--- src/rtl/alu_exec_pkg.sv ---
// Shared definitions for the execute stage: op codes, FSM states, default width.
// Op code names follow the ALU control decoder's op set.
package alu_exec_pkg;

  localparam int ALU_DATA_WIDTH = 32;

  localparam logic [3:0] ALU_ADD     = 4'b0000;
  localparam logic [3:0] ALU_SUB     = 4'b0001;
  localparam logic [3:0] ALU_LUI     = 4'b0010;
  localparam logic [3:0] ALU_OR      = 4'b0011;
  localparam logic [3:0] ALU_SLL     = 4'b0100;
  localparam logic [3:0] ALU_SRL     = 4'b0101;
  localparam logic [3:0] ALU_AND     = 4'b0110;
  localparam logic [3:0] ALU_XOR     = 4'b0111;
  localparam logic [3:0] ALU_BEQ     = 4'b1000;
  localparam logic [3:0] ALU_BNE     = 4'b1001;
  localparam logic [3:0] ALU_BLT     = 4'b1010;
  localparam logic [3:0] ALU_SW      = 4'b1011;
  localparam logic [3:0] ALU_LW      = 4'b1100;
  localparam logic [3:0] ALU_JAL     = 4'b1101;
  localparam logic [3:0] ALU_JALR    = 4'b1110;
  localparam logic [3:0] ALU_ILLEGAL = 4'b1111;

  typedef enum logic [1:0] {
    ST_IDLE  = 2'd0,
    ST_SHIFT = 2'd1,
    ST_DONE  = 2'd2
  } state_t;

endpackage

--- src/rtl/alu_serial_shifter.sv ---
// One-bit-per-cycle shifter: load captures value/direction/amount, then shifts once per cycle.
// last flags the final step; shifted is the value after the current step.
module alu_serial_shifter #(
  parameter int DATA_WIDTH = 32
) (
  input  logic                          clk,
  input  logic                          reset,
  input  logic                          load,
  input  logic                          left,
  input  logic [$clog2(DATA_WIDTH)-1:0] shamt,
  input  logic [DATA_WIDTH-1:0]         data,
  output logic                          busy,
  output logic                          last,
  output logic [DATA_WIDTH-1:0]         shifted
);

  localparam int SW = $clog2(DATA_WIDTH);

  logic [DATA_WIDTH-1:0] work;
  logic [SW-1:0]         count;
  logic                  dir_left;

  always_ff @(posedge clk or negedge reset) begin
    if (!reset) begin
      work     <= '0;
      count    <= '0;
      dir_left <= 1'b0;
    end else if (load) begin
      work     <= data;
      count    <= shamt;
      dir_left <= left;
    end else if (count != '0) begin
      work  <= shifted;
      count <= count - SW'(1);
    end
  end

  assign shifted = dir_left ? (work << 1) : (work >> 1);
  assign busy    = (count != '0);
  assign last    = (count == SW'(1));

endmodule

--- src/rtl/alu_exec_unit.sv ---
// Multi-cycle execute stage: 1-cycle ops, serial SLL/SRL (1+shamt cycles) unless
// ALU_EXEC_BARREL_SHIFT_EN is defined, in which case every op takes 1 cycle. Requests only accepted in IDLE.
module alu_exec_unit
  import alu_exec_pkg::*;
#(
  parameter int DATA_WIDTH = ALU_DATA_WIDTH
) (
  input  logic                  clk,
  input  logic                  reset,
  input  logic                  valid_i,
  output logic                  ready_o,
  input  logic [3:0]            alu_op_i,
  input  logic [DATA_WIDTH-1:0] a_i,
  input  logic [DATA_WIDTH-1:0] b_i,
  output logic                  done_o,
  output logic [DATA_WIDTH-1:0] result_o,
  output logic                  branch_taken_o,
  output logic                  illegal_o
);

  localparam int SW = $clog2(DATA_WIDTH);

  state_t                state;
  logic                  accept;
  logic                  serial_start;
  logic [SW-1:0]         shamt;
  logic [DATA_WIDTH-1:0] sum;
  logic [DATA_WIDTH-1:0] diff;
  logic [DATA_WIDTH-1:0] alu_res;
  logic                  alu_br;
  logic                  alu_ill;
  logic                  sh_busy;
  logic                  sh_last;
  logic [DATA_WIDTH-1:0] sh_shifted;

  assign accept = valid_i && ready_o;
  assign shamt  = b_i[SW-1:0];
  assign sum    = a_i + b_i;
  assign diff   = a_i - b_i;

  always_comb begin
    alu_res = '0;
    alu_br  = 1'b0;
    alu_ill = 1'b0;
    case (alu_op_i)
      ALU_ADD, ALU_SW, ALU_LW: alu_res = sum;
      ALU_SUB:  alu_res = diff;
      ALU_LUI:  alu_res = b_i;
      ALU_OR:   alu_res = a_i | b_i;
      ALU_AND:  alu_res = a_i & b_i;
      ALU_XOR:  alu_res = a_i ^ b_i;
`ifdef ALU_EXEC_BARREL_SHIFT_EN
      ALU_SLL:  alu_res = a_i << shamt;
      ALU_SRL:  alu_res = a_i >> shamt;
`else
      // Only a zero-amount shift completes here; non-zero amounts go to the serial unit.
      ALU_SLL, ALU_SRL: alu_res = a_i;
`endif
      ALU_BEQ: begin
        alu_res = diff;
        alu_br  = (a_i == b_i);
      end
      ALU_BNE: begin
        alu_res = diff;
        alu_br  = (a_i != b_i);
      end
      ALU_BLT: begin
        alu_res = diff;
        alu_br  = ($signed(a_i) < $signed(b_i));
      end
      ALU_JAL:  alu_res = a_i + DATA_WIDTH'(4);
      ALU_JALR: alu_res = sum & ~DATA_WIDTH'(1);
      ALU_ILLEGAL: begin
        alu_res = '0;
        alu_ill = 1'b1;
      end
      default: begin
        alu_res = '0;
        alu_ill = 1'b1;
      end
    endcase
  end

`ifdef ALU_EXEC_BARREL_SHIFT_EN
  assign serial_start = 1'b0;
  assign sh_busy      = 1'b0;
  assign sh_last      = 1'b0;
  assign sh_shifted   = '0;
`else
  assign serial_start = accept && ((alu_op_i == ALU_SLL) || (alu_op_i == ALU_SRL))
                        && (shamt != '0);

  alu_serial_shifter #(
    .DATA_WIDTH(DATA_WIDTH)
  ) u_shifter (
    .clk    (clk),
    .reset  (reset),
    .load   (serial_start),
    .left   (alu_op_i == ALU_SLL),
    .shamt  (shamt),
    .data   (a_i),
    .busy   (sh_busy),
    .last   (sh_last),
    .shifted(sh_shifted)
  );
`endif

  always_ff @(posedge clk or negedge reset) begin
    if (!reset) begin
      state          <= ST_IDLE;
      ready_o        <= 1'b1;
      done_o         <= 1'b0;
      result_o       <= '0;
      branch_taken_o <= 1'b0;
      illegal_o      <= 1'b0;
    end else begin
      done_o <= 1'b0;
      case (state)
        ST_IDLE: begin
          if (accept) begin
            ready_o <= 1'b0;
            if (serial_start) begin
              state <= ST_SHIFT;
            end else begin
              state          <= ST_DONE;
              done_o         <= 1'b1;
              result_o       <= alu_res;
              branch_taken_o <= alu_br;
              illegal_o      <= alu_ill;
            end
          end
        end
        ST_SHIFT: begin
          // Leaving on !busy too keeps the FSM from stalling if the shifter is ever idle here.
          if (sh_last || !sh_busy) begin
            state          <= ST_DONE;
            done_o         <= 1'b1;
            result_o       <= sh_shifted;
            branch_taken_o <= 1'b0;
            illegal_o      <= 1'b0;
          end
        end
        ST_DONE: begin
          state   <= ST_IDLE;
          ready_o <= 1'b1;
        end
        default: begin
          state   <= ST_IDLE;
          ready_o <= 1'b1;
        end
      endcase
    end
  end

endmodule
--- config.mk ---
export PLATFORM = sky130hd
export DESIGN_NAME = alu_exec_unit
export DESIGN_NICKNAME = d
export VERILOG_FILES = /design/src/rtl/alu_exec_pkg.sv /design/src/rtl/alu_serial_shifter.sv /design/src/rtl/alu_exec_unit.sv
export SDC_FILE = /design/constraint.sdc
export NUM_CORES = 1
export LEC_CHECK = 0
export CORE_MARGIN = 3
export CORE_UTILIZATION = 55
export DETAILED_ROUTE_END_ITERATION = 8
export PLACE_DENSITY_LB_ADDON = 0.3
export REMOVE_ABC_BUFFERS = 1
export SLEW_MARGIN = 15
export SYNTH_ARGS = -nofsm -noshare
export SYNTH_HDL_FRONTEND = slang
export SYNTH_SLANG_ARGS = --single-unit
--- constraint.sdc ---
create_clock -name clk -period 6.4 [get_ports clk]
set_input_delay 0.64 -clock clk [delete_from_list [all_inputs] [get_ports clk]]
set_output_delay 0.64 -clock clk [all_outputs]
set_load 0.005 [all_outputs]
==> metrics.md <==
| Metric | Value |
|---|---|
| Number of flops mapped to enable cells by yosys | `0` |
| Ys async rst share | `100%` |
| Initial DRT Pass Iterations | `6` |
| Top layer in use | `met4` |
| Number of distinct library cells after synthesis | `80` |
| Metal3 WL | `3.28 mm` |
| Die ar. | `0.0195 mm^2` |
| Gpl congestion | `0.993` |
| Reg clk slew, reported paths | `0.07 ns` |
| Avg Inst Size Synth | `7.40 um^2` |
| Most frequent cell after synthesis | `a21oi_1` |
| Clock Latency Late Sink | `0.36 ns` |
| Leakage | `4.70 nW` |
| Initial Util | `56.6%` |
| Synthesized cell area | `0.00982 mm^2` |
| Detail Route Antenna Nets | `0` |
| Clock sinks | `76` |
| N_diodes | `0` |
| Setup crit end kind | `flip-flop` |
| Startpoint Class | `primary input` |
| Syn-to-layout area delta | `15.0%` |
| Final hold viol count | `0` |
| Num CTS Buffers | `9` |
| # setup viols final | `0` |
| Synth top area share | `19.1%` |
| 1st-iter DRT viols | `1222` |
| Initial antenna violation count | `0` |
| Register area share after synthesis | `19.4%` |
| Ports | `107` |
| GRT Total Usage | `35.1%` |
| Status | `finished, final reports clean` |
| Die width | `140 um` |
| Max-cap violations | `0` |
| Detail Route met2 WL | `15.9 mm` |
| Cell Rows | `48` |
| Share of cells above drive strength 1 | `5.10%` |
| CTS tree | `done` |
| Drt wl/cell | `22.2 um` |
| DRT met1 WL | `14.9 mm` |
| WP data required | `6.65 ns` |
| Pwr dens | `146 mW/mm^2` |
| Critical path arrival | `4.44 ns` |
| Synth Instances | `1327` |
| Worst-Margin Slew | `1.08 ns` |
| Max frequency | `239 MHz` |
| Peak VDD IR | `0.134 mV` |
| Detailed Place HPWL | `25.9 mm` |
| Global-route wire length before repair | `56.1 mm` |
| Vias/cell | `6.94` |
| Largest cells by area after synthesis | `dfrtp_1 19%, ha_1 13%, a21oi_1 6.9%, o21ai_0 5.8%, nand2_1 4.0%` |
| RSZ-0062 raised after global routing | `false` |
| CTS Hold Bufs | `0` |
| Fin Setup TNS | `0 ns` |
| Total grt overflow | `0` |
| CTS Buffer Depth | `2` |
| Relative slew slack | `27.2%` |
| H-tree depth | `3` |
| Minimum clock period | `4.19 ns` |
| Synth Flop Type | `dfrtp_1` |
| Crit path from | `b_i[0]` |
| Yosys reg bits | `76` |
| Layout net count | `1540` |
| Vias in the first global route | `10500` |
| Core footprint | `0.0174 mm^2` |
| Power after layout | `1.65 mW` |
| Post-CTS Setup Inserts | `0` |
| Worst R2R Setup Slack | `3.53 ns` |
| Residual DRC | `0` |
| Maximum fanout along the worst path | `7` |
| Port Buffer Count | `106` |
| Ys Warns | `0` |
| Final Max Slew Viols | `0` |
| Post-CTS sizing | `0` |
| Final Cycle Share | `65.5%` |
| Critical path class | `in2reg` |
| Root buffer cell | `clkbuf_16` |
| Worst hold-check path type | `in2async` |
| WL final | `35.4 mm` |
| Yosys top cell by area | `dfrtp_1` |
| Largest net degree at the start of global routing | `76` |
| Via count | `11100` |
| Die height | `140 um` |
| Reg-to-Reg Start | `u_shifter.count[2]` |
| Post-synth top cells | `135 x a21oi_1, 113 x o21ai_0, 104 x nand2_1` |
| Clock Skew | `0.00873 ns` |
| Hold WS | `0.172 ns` |
## cell type report
type / count / area, um^2
multi-input cells: 1051 / 7190
clock inverters: 6 / 88.8
clock buffers: 10 / 229
fillers: 1565 / 6070
repair buffers: 126 / 1210
flip-flops and latches: 76 / 1900
well taps: 225 / 282
inverters: 103 / 387
## layer usage
metal	global-route usage [%]	vias to the layer above
met5	0	-
met4	14.6	0
met3	6.77	116
met2	55.1	678
met1	47.7	5274
li1	-	5021
## metrics by stage
stage | std cells | util (%) | instance area [um^2] | setup slack [ns]
finish | 1597 | 65.0 | 11300 | 2.21
detailed placement | 1581 | 63.2 | 11000 | 1.95
floorplan | 1230 | - | 9420 | 1.25
global route | 1597 | 65.0 | 11300 | 1.96
global placement | 1581 | 63.2 | 11000 | 1.87
CTS | 1597 | 65.0 | 11300 | 2.30
## final timing paths
| check | to | depth (start not counted) |
|---|---|---|
| setup / recovery | result_o[22] | 13 |
| hold / removal | result_o[14] | 1 |
| setup reg to reg | result_o[26] | 8 |
| hold reg to reg | result_o[0] | 2 |
| max in group asynchronous | u_shifter.dir_left | 2 |
| min in group clk | result_o[0] | 2 |
## power breakdown
group	total, mW	leakage (nW)	internal [mW]	switching [mW]
registers	0.480	1.05	0.480	0
clock network	0.573	0.149	0.342	0.231
logic	0.600	3.50	0.219	0.381
total	1.65	4.70	1.04	0.612
## logic make-up (layout without fill, tap and decap cells)
logic type	count (synthesis)	in the layout	share of synthesized area (%)
DFF	76	76	19.4
xor gates and xnor gates	25	25	2.23
adders and majority gates	102	102	13.2
and+or+nand+nor	361	361	17.2
AOI/OAI and AO/OA	525	525	36.1
muxes	38	38	4.00
buffers and inverters	200	245	7.99
## registers in the layout, indices dropped and copies added (netlist names)
name and cells:
branch_taken_o 1, done_o 1, illegal_o 1, ready_o 1, result_o 32, state 2, u_shifter.count 5, u_shifter.dir_left 1
u_shifter.work 32
## layout by cell type, fill, tap and decap left out, types with 11 or more instances in the layout
cell,n
mux2i_1,37
a211oi_1,14
a22oi_1,15
inv_1,103
nand4_1,14
nor4_1,15
nand2b_1,16
a21o_1,17
o221ai_1,11
a221oi_1,22
o211ai_1,50
nor2_1,94
o21bai_1,12
nand2_1,103
o31ai_1,11
a21oi_1,134
nor3_1,35
buf_4,21
o21ai_0,112
a221o_1,11
xnor2_1,23
nand3_1,37
clkdlybuf4s50_1,105
ha_1,100
dfrtp_1,74
## worst max-delay path, cell delays in order
cell	delay, ns
clkdlybuf4s50_1	0.52
ha_1	0.31
fa_1	0.46
a21oi_2	0.21
nor3_1	0.11
or3b_4	0.43
o22ai_2	0.30
o221ai_1	0.25
a311oi_2	0.49
o2bb2ai_1	0.14
mux2i_1	0.26
nand2_1	0.14
a22o_1	0.19
No activity file was read; power rests on OpenSTA's default activity.
